## src/rtl/add_sub_seq_if.sv

```systemverilog
// add_sub_seq_if: operand/result valid-ready bundle for the digit-serial adder/subtractor
interface add_sub_seq_if #(parameter int WIDTH = 8);
  logic in_valid;
  logic in_ready;
  logic [WIDTH-1:0] a;
  logic [WIDTH-1:0] b;
  logic cin;
  logic sub;
  logic out_valid;
  logic out_ready;
  logic [WIDTH-1:0] sum;
  logic cout;
  logic ovf;
  logic zero;
  modport master(output in_valid, a, b, cin, sub, out_ready,
                 input in_ready, out_valid, sum, cout, ovf, zero);
  modport slave(input in_valid, a, b, cin, sub, out_ready,
                output in_ready, out_valid, sum, cout, ovf, zero);
endinterface

```

## src/rtl/add_sub_seq.sv

```systemverilog
// add_sub_seq: digit-serial adder/subtractor, DIGIT full-adder cells per cycle with overflow/zero flags
module add_sub_seq #(
  parameter int WIDTH = 8,
  parameter int DIGIT = 2
) (
  input logic clk,
  input logic rst,
  add_sub_seq_if.slave bus
);
  localparam int N = WIDTH / DIGIT;
  localparam int KW = N > 1 ? $clog2(N) : 1;
  if (WIDTH < 1 || DIGIT < 1 || DIGIT > WIDTH || WIDTH % DIGIT != 0) begin : g_bad_params
    $error("add_sub_seq: need 1 <= DIGIT <= WIDTH and WIDTH %% DIGIT == 0");
  end
  typedef enum logic [1:0] {IDLE, BUSY, DONE} state_t;
  state_t state, state_nxt;
  logic [WIDTH-1:0] a_r, b_r, sum_r, sum_nxt;
  logic [DIGIT-1:0] da, db, dsum;
  logic [KW-1:0] k;
  logic c_r, cr, cm, cout_r, ovf_r, zero_r, last;
  always_comb begin
    da = a_r[k*DIGIT +: DIGIT];
    db = b_r[k*DIGIT +: DIGIT];
    dsum = '0;
    cr = c_r;
    cm = c_r;
    for (int i = 0; i < DIGIT; i++) begin
      cm = cr;
      dsum[i] = da[i] ^ db[i] ^ cr;
      cr = (da[i] & db[i]) | (cr & (da[i] ^ db[i]));
    end
    sum_nxt = sum_r;
    sum_nxt[k*DIGIT +: DIGIT] = dsum;
  end
  assign last = k == KW'(N - 1);
  always_comb begin
    state_nxt = state;
    state_nxt = state == IDLE ? (bus.in_valid ? BUSY : IDLE) :
                state == BUSY ? (last ? DONE : BUSY) :
                (bus.out_ready ? IDLE : DONE);
  end
  always_ff @(posedge clk) begin
    if (rst) begin
      state <= IDLE;
      a_r <= '0;
      b_r <= '0;
      sum_r <= '0;
      k <= '0;
      c_r <= 1'b0;
      cout_r <= 1'b0;
      ovf_r <= 1'b0;
      zero_r <= 1'b0;
    end else begin
      state <= state_nxt;
      if (state == IDLE && bus.in_valid) begin
        a_r <= bus.a;
        b_r <= bus.sub ? ~bus.b : bus.b;
        c_r <= bus.sub ^ bus.cin;
        k <= '0;
      end
      if (state == BUSY) begin
        sum_r <= sum_nxt;
        c_r <= cr;
        k <= k + KW'(1);
        if (last) begin
          cout_r <= cr;
          ovf_r <= cr ^ cm;
          zero_r <= sum_nxt == '0;
        end
      end
    end
  end
  assign bus.in_ready = state == IDLE && !rst;
  assign bus.out_valid = state == DONE;
  assign bus.sum = sum_r;
  assign bus.cout = cout_r;
  assign bus.ovf = ovf_r;
  assign bus.zero = zero_r;
endmodule

```

## src/flat_wrapper.sv

```systemverilog
// flat-port wrapper written by rule: the top's interface ports become plain ports
module add_sub_seq_flat 
#(
  parameter int WIDTH = 8,
  parameter int DIGIT = 2
)
  (clk, rst, bus_in_valid, bus_a, bus_b, bus_cin, bus_sub, bus_out_ready, bus_in_ready, bus_out_valid, bus_sum, bus_cout, bus_ovf, bus_zero);
  add_sub_seq_if #(.WIDTH(WIDTH)) bus_i ();
  input logic clk;
  input logic rst;
  input wire logic [$bits(bus_i.in_valid)-1:0] bus_in_valid;
  input wire logic [$bits(bus_i.a)-1:0] bus_a;
  input wire logic [$bits(bus_i.b)-1:0] bus_b;
  input wire logic [$bits(bus_i.cin)-1:0] bus_cin;
  input wire logic [$bits(bus_i.sub)-1:0] bus_sub;
  input wire logic [$bits(bus_i.out_ready)-1:0] bus_out_ready;
  output wire logic [$bits(bus_i.in_ready)-1:0] bus_in_ready;
  output wire logic [$bits(bus_i.out_valid)-1:0] bus_out_valid;
  output wire logic [$bits(bus_i.sum)-1:0] bus_sum;
  output wire logic [$bits(bus_i.cout)-1:0] bus_cout;
  output wire logic [$bits(bus_i.ovf)-1:0] bus_ovf;
  output wire logic [$bits(bus_i.zero)-1:0] bus_zero;
  assign bus_i.in_valid = bus_in_valid;
  assign bus_i.a = bus_a;
  assign bus_i.b = bus_b;
  assign bus_i.cin = bus_cin;
  assign bus_i.sub = bus_sub;
  assign bus_i.out_ready = bus_out_ready;
  assign bus_in_ready = bus_i.in_ready;
  assign bus_out_valid = bus_i.out_valid;
  assign bus_sum = bus_i.sum;
  assign bus_cout = bus_i.cout;
  assign bus_ovf = bus_i.ovf;
  assign bus_zero = bus_i.zero;
  add_sub_seq #(.WIDTH(WIDTH), .DIGIT(DIGIT)) u_core (.clk(clk), .rst(rst), .bus(bus_i));
endmodule
```

## config.mk

```make
export PLATFORM = sky130hd
export DESIGN_NAME = add_sub_seq_flat
export DESIGN_NICKNAME = d
export VERILOG_FILES = /design/src/rtl/add_sub_seq_if.sv /design/src/rtl/add_sub_seq.sv /design/src/flat_wrapper.sv
export SDC_FILE = /design/constraint.sdc
export NUM_CORES = 1
export LEC_CHECK = 0
export BUFFER_PORTS_ARGS = -buffer_cell sky130_fd_sc_hd__buf_4
export CELL_PAD_IN_SITES_DETAIL_PLACEMENT = 0
export CELL_PAD_IN_SITES_GLOBAL_PLACEMENT = 2
export CORE_MARGIN = 3
export CORE_UTILIZATION = 36
export CTS_BUF_LIST = sky130_fd_sc_hd__clkbuf_8
export DETAILED_ROUTE_END_ITERATION = 7
export PLACE_DENSITY = 0.95
export SLEW_MARGIN = 15
export SYNTH_ARGS = -nofsm -noshare
export SYNTH_HDL_FRONTEND = slang
export SYNTH_SLANG_ARGS = --single-unit
export TNS_END_PERCENT = 10
```

## constraint.sdc

```tcl
create_clock -name clk -period 5.1 [get_ports clk]
set_clock_uncertainty 0.2 [all_clocks]
set_input_delay 0.255 -clock clk [delete_from_list [all_inputs] [get_ports clk]]
set_output_delay 0.255 -clock clk [all_outputs]
set_load 0.1 [all_outputs]
```

==> results of run 1 <==
[through the flow]
stage                     cells  total power, W  hold slack [ns]  setup WS (ns)
final                       266        0.000605           0.0103           2.01
after global routing        266        0.000636          0.00917           1.88
after CTS                   266        0.000609          0.00220           2.01
after detailed placement    257        0.000407            0.250           2.03
after global placement      257        0.000403            0.246           2.08
after floorplan             183        0.000373            0.191           2.01
[sequential cells by signal, summed over array words and instances (netlist names)]
name / cells
u_core.c_r: 1
u_core.a_r: 8
u_core.b_r: 8
u_core.bus.cout: 1
u_core.state: 2
u_core.k: 2
u_core.bus.sum: 8
u_core.bus.ovf: 1
u_core.bus.zero: 1
[cells in the mapped netlist (2+ instances only)]
| master | number |
|---|---|
| a21oi_1 | 18 |
| nor3b_1 | 3 |
| buf_2 | 4 |
| nand2_1 | 29 |
| nand3b_1 | 2 |
| nand4_1 | 5 |
| nor2b_1 | 2 |
| inv_1 | 6 |
| mux4_2 | 4 |
| ha_1 | 6 |
| nand3_1 | 5 |
| o21ai_0 | 2 |
| nor2_1 | 19 |
| a211oi_1 | 10 |
| a2bb2oi_1 | 3 |
| a22oi_1 | 2 |
| fa_1 | 2 |
| nand2b_1 | 2 |
| clkbuf_1 | 4 |
| dfxtp_1 | 32 |
| xnor2_1 | 9 |
[worst max path at each step]
stage | cells past startpoint | endpoint | slack (ns)
3_5_place_dp | 8 | u_core.bus.zero | 2.03
6_report | 8 | u_core.bus.zero | 2.01
3_3_place_gp | 8 | u_core.bus.zero | 2.08
5_1_grt | 8 | u_core.bus.zero | 1.88
2_1_floorplan | 3 | bus_in_ready | 2.01
4_1_cts | 8 | u_core.bus.zero | 2.01
[cells in the final DEF (no fill, tap or decap), drive strengths merged, types with 4 or more instances in the layout]
cell type,count
a211oi,10
a21oi,18
buf,34
clkbuf,5
dfxtp,32
ha,6
inv,6
mux4,4
nand2,29
nand3,5
nand4,5
nor2,19
nor3b,4
xnor2,9
[logic make-up after synthesis]
logic type / after synthesis
xor+xnor: 10
buf+inv: 16
fa+ha+maj: 8
simple gates: 74
compound gates: 39
flops: 32
mux: 4
[power breakdown]
part | internal [W] | total [W] | switching (W) | leakage, nW
clock network | 0.0000966 | 0.000204 | 0.000107 | 0.0404
logic | 0.0000535 | 0.000125 | 0.0000716 | 0.459
registers | 0.000264 | 0.000276 | 0.0000122 | 0.262
total | 0.000414 | 0.000605 | 0.000191 | 0.761
[final cells by class]
cell class              instances  area, sq um  area share, %
multi-input cells             135          906           45.5
repair buffers                 35          265           13.3
inverters                       6         22.5           1.13
clock inverters                 3         23.8           1.19
clock buffers                   5         68.8           3.46
well taps                      50         62.6           3.14
flip-flops and latches         32          641           32.2
[tightest hold or removal path: cells and delay by family]
| family | cells | cell delay [ns] |
|---|---|---|
| compound gates | 1 | 0.05 |
| simple gates | 1 | 0.05 |
| buf+inv | 1 | 0.11 |
[per-layer routing]
metal  track usage, %  routed length, microns  vias up
li1                 -                       -      696
met1             17.5                    1610      664
met2             24.5                    1820       42
met3             5.51                     222       10
met4             5.12                      61        0
met5                0                       0        -
==> results.toml, run 1 <==
[outcome]
status = "finished clean"

[global_routing]
grt_use_total_pct = 14.8
grt.overflow.total = 0
grt_pass1_vias = 1361
grt_start_max_net_pins = 35
antenna_found_initial = 0
grt_pass1_wl_microns = 6100

[clocking]
cts_resized = 0
clk_pin_slew_ns = 0.08
clock_path_buffers = 2
htree_levels = 2
root_buffer = "clkbuf_8"
clock_latency_ns = 0.29
clock_sinks = 32
cts_buffers = 5
hold_buffers = 1
cts_tree = "built"
cts_setup_buffers = 0

[synth]
synth_top_cell_by_area = "dfxtp_1"
synth_compound_area_share_pct = 15.4
synth_area_sq_um = 1620
ys_warn_count = 0
synth.yosys.seq_area_share_pct = 39.5
synthDistinctLibCells = 35
synth_simple_gate_area_share_pct = 22.5
syn_inst = 183
async_reset_ff_share_pct = 0
synth_enable_flop_cells = 0
yosys-top-cells-area = "dfxtp_1, nand2_1, a21oi_1, mux4_2, xnor2_1"
synth_top_cell_area_share_pct = 39.5
synthAdderAreaFrac_pct = 7.10
synth_top_family_by_area = "simple AND/OR/NAND/NOR gates"
syn_nets = 213
avgSynthCellArea_sq_um = 8.85
synth_xor_area_share_pct = 5.41
synthFlopType = "dfxtp_1"
synth_mux_area_share_pct = 5.56
synth_seq_cells = 32

[power_and_ir_drop]
ir_worst_vdd_v = 0.000142
power_leakage_nw = 0.761
pwr_density_cell_nw_per_um2 = 304

[detailed_routing]
ant_nets = 0
drtPass1Iterations = 4
wl_per_cell_microns = 14.0
drc_errors = 0
routed_wirelength_microns = 3720
drtIter0Drc = 70
routed_via_density = 5.31
vias = 1412

[worst_setup_path]
critical_path_class = "reg2reg"
critical_path_arrival_ns = 3.07
path_cells = "mux4_2 > fa_1 > inv_1 > fa_1 > nor2b_1 > nand3b_1 > nand4_1 > o31ai_1"
crit_path_end_kind = "flip-flop"
r2r_cells = 8
crit_top_cell = "fa_1"
r2r_end = "u_core.bus.zero"
cpLargestDelayFamily = "adder cells"
critPathLaunchType = "flip-flop"
slowest_delay_ns = 0.65
r2r-start = "u_core.k[0]"
timing.critical_path.from = "u_core.k[0]"
critPathBufInv = 1
r2r_slack_ns = 2.01
crit_path_top_delay_cell = "dfxtp_1"
crit_required_ns = 5.08
cp_max_fo = 13

[die]
core_area_sq_um = 4170
pin_count = 35
dieArea_sq_um = 5340
start_util_pct = 38.8
rows = 23
fp.dieH_microns = 73.1
die_x_microns = 73.1

[run]
maxCapViolCount = 0

[layout]
post-route-cell-area_sq_um = 1990
antennaDiodeCount = 0
final_util_pct = 47.7
areaGrowthSynthToFinish_pct = 22.8
n_fill_cell = 381
drive_above_1_share_pct = 22.7
nNetsFinal = 245

[timing]
min_period_ns = 3.09
maxSlewViolCount = 0
maxSlewHeadroom_pct = 36.0
worstMarginPinSlew_ns = 0.959
hold_viol_final = 0
fin_crit_sh_pct = 60.6
setup_viol = 0
rsz0062_at_grt = "no"
fmax_mhz = 324
setup_tns_ns = 0

[min_path]
holdCritStartpoint = "bus_a[6]"
whs_path_depth = 3
worstHoldEndpoint = "u_core.a_r[6]"
hp-class = "in2reg"

[placed_design]
numPortBuffers = 34
dp_hpwl_microns = 2700
place_congestion = 0.832
placed_area_sq_um = 1890
Note: power is estimated with default switching activity, not from simulation.
==> inputs of run 2 (changes only) <==
--- a/config.mk
+++ b/config.mk
@@ -9,10 +9,10 @@
 export CELL_PAD_IN_SITES_DETAIL_PLACEMENT = 0
 export CELL_PAD_IN_SITES_GLOBAL_PLACEMENT = 2
 export CORE_MARGIN = 3
-export CORE_UTILIZATION = 36
+export CORE_UTILIZATION = 30
 export CTS_BUF_LIST = sky130_fd_sc_hd__clkbuf_8
 export DETAILED_ROUTE_END_ITERATION = 7
-export PLACE_DENSITY = 0.95
+export PLACE_DENSITY = 0.88
 export SLEW_MARGIN = 15
 export SYNTH_ARGS = -nofsm -noshare
 export SYNTH_HDL_FRONTEND = slang
==> constraint.sdc (replaced) <==
create_clock -name clk -period 2.6 [get_ports clk]
set_clock_uncertainty 0.2 [all_clocks]
set_input_delay 0.13 -clock clk [delete_from_list [all_inputs] [get_ports clk]]
set_output_delay 0.13 -clock clk [all_outputs]
set_load 0.1 [all_outputs]
==> results.toml, run 2 (synthesized netlist as in run 1, its figures left out) <==
[outcome]
status = "finished clean"

[worst_setup_path]
critical_path_class = "reg2reg"
r2r_slack_ns = 0.06
crit_path_top_delay_cell = "mux4_2"
crit_path_end_kind = "flip-flop"
crit_required_ns = 2.57
critPathLaunchType = "flip-flop"
cp_max_fo = 3
critical_path_arrival_ns = 2.51
path_cells = "mux4_2 > fa_2 > inv_2 > fa_1 > nor2b_4 > nand3b_1 > nand4_1 > o31ai_1"
slowest_delay_ns = 0.52

[clocking]
htree_levels = 2
clock_sinks = 32
cts_buffers = 5
cts_tree = "built"
clock_latency_ns = 0.28
clock_path_buffers = 2
root_buffer = "clkbuf_8"
clk_pin_slew_ns = 0.06

[detailed_routing]
vias = 1437
wl_per_cell_microns = 11.9
routed_wirelength_microns = 3700
drtPass1Iterations = 4
drc_errors = 0
ant_nets = 0
routed_via_density = 4.62
drtIter0Drc = 36

[placed_design]
dp_cells = 285
numPortBuffers = 34
place_ws_ns = -0.0982
place_congestion = 0.801
dp_hpwl_microns = 2680

[min_path]
hp-class = "in2reg"

[layout]
nNetsFinal = 270
fin_cells = 311
antennaDiodeCount = 0
final_util_pct = 44.5
areaGrowthSynthToFinish_pct = 42.0
mostFrequentLayoutCell = "buf_4"
layout_common_cells = "buf_4, dfxtp_1, nand2_1"
n_fill_cell = 512
drive_above_1_share_pct = 26.6

[die]
die_x_microns = 79.5
fp.dieH_microns = 79.5
dieArea_sq_um = 6320
rows = 26
start_util_pct = 31.3
pin_count = 35
core_area_sq_um = 5170

[power_and_ir_drop]
p_switching_w = 0.000359
combPwrFrac_pct = 22.2
switching_share_pct = 26.4
pwr_density_cell_nw_per_um2 = 592
power_leakage_nw = 0.907
p_int_w = 0.00100
clock_power_share_pct = 38.5
ir_worst_vdd_v = 0.000237
seq_power_share_pct = 39.3
p_total_w = 0.00136

[global_routing]
grt_pass1_vias = 1392
grt.overflow.total = 0
grt_pass1_wl_microns = 6310
grt_use_total_pct = 12.8
antenna_found_initial = 0
grt_start_max_net_pins = 35

[timing]
worstMarginPinSlew_ns = 0.400
min_period_ns = 2.54
finalWorstSetupSlack_ns = 0.0637
maxSlewViolCount = 0
holdWs_ns = 0.0228
setup_viol = 0
fin_crit_sh_pct = 97.6
fmax_mhz = 394
hold_viol_final = 0
maxSlewHeadroom_pct = 73.2
rsz0062_at_grt = "yes"

[run]
maxCapViolCount = 0
==> run 2: changes by cell type in the layout (fill, tap and decap cells not counted), sizes merged <==
cell	change
dlygate4sd3	+16
clkbuf	+2
clkinv	-1
buf	+9
bufinv	+1
clkinvlp	-2
==> run 2: critical path, delay by kind of cell (launching register included) <==
| family | cells | cell delay, ns |
|---|---|---|
| multiplexers | 1 | 0.52 |
| AND/OR/NAND/NOR | 3 | 0.38 |
| flip-flops | 1 | 0.36 |
| buffers and inverters | 1 | 0.06 |
| adder cells (fa/ha/maj) | 2 | 0.82 |
| AO/OA/AOI/OAI | 1 | 0.07 |
==> run 2: layer usage <==
metal	track usage, %	share of wire (%)	routed length (microns)
met5	0	0	0
met4	5.15	1.9	69
met3	2.82	4.4	162
met2	22.2	49	1810
met1	15.3	45	1660
==> run 2: metrics by stage <==
step,instance area (sq um),setup TNS (ns)
2_1_floorplan,1630,-0.324
3_3_place_gp,1980,-0.0294
3_5_place_dp,1980,-0.129
4_1_cts,2290,0
5_1_grt,2300,-0.0438
6_report,2300,0
==> run 2: worst paths after layout <==
path / startpoint / cells past startpoint / end
max: u_core.k[0] / 8 / u_core.bus.zero
max reg2reg: u_core.k[0] / 8 / u_core.bus.zero
min reg2reg: u_core.a_r[5] / 2 / u_core.a_r[5]
min: rst / 2 / u_core.bus.sum[5]
==> run 2: cell type report <==
cell class	instances	area [sq um]	area share (%)
Clock buffer	7	96.3	4.19
Clock inverter	1	30.0	1.31
Inverter	6	22.5	0.979
Multi-Input combinational cell	135	927	40.3
Sequential cell	32	644	28.0
Tap cell	70	87.6	3.81
Timing Repair Buffer	60	493	21.4
==> run 2: power by group through the flow <==
stage | combinational, W | sequential, W | clock, W
finish | 0.000302 | 0.000536 | 0.000524
global route | 0.000334 | 0.000539 | 0.000560
CTS | 0.000294 | 0.000536 | 0.000538
detailed placement | 0.000268 | 0.000548 | 0
global placement | 0.000269 | 0.000547 | 0
floorplan | 0.000166 | 0.000568 | 0
==> run 2: what timing repair did <==
action	4_1_cts	5_1_grt
pin swaps	1	5
resized for setup	3	5
setup buffers	1	1
hold buffers	17	0
endpoints found under the hold margin	17	0
endpoints found under the setup margin	2	5
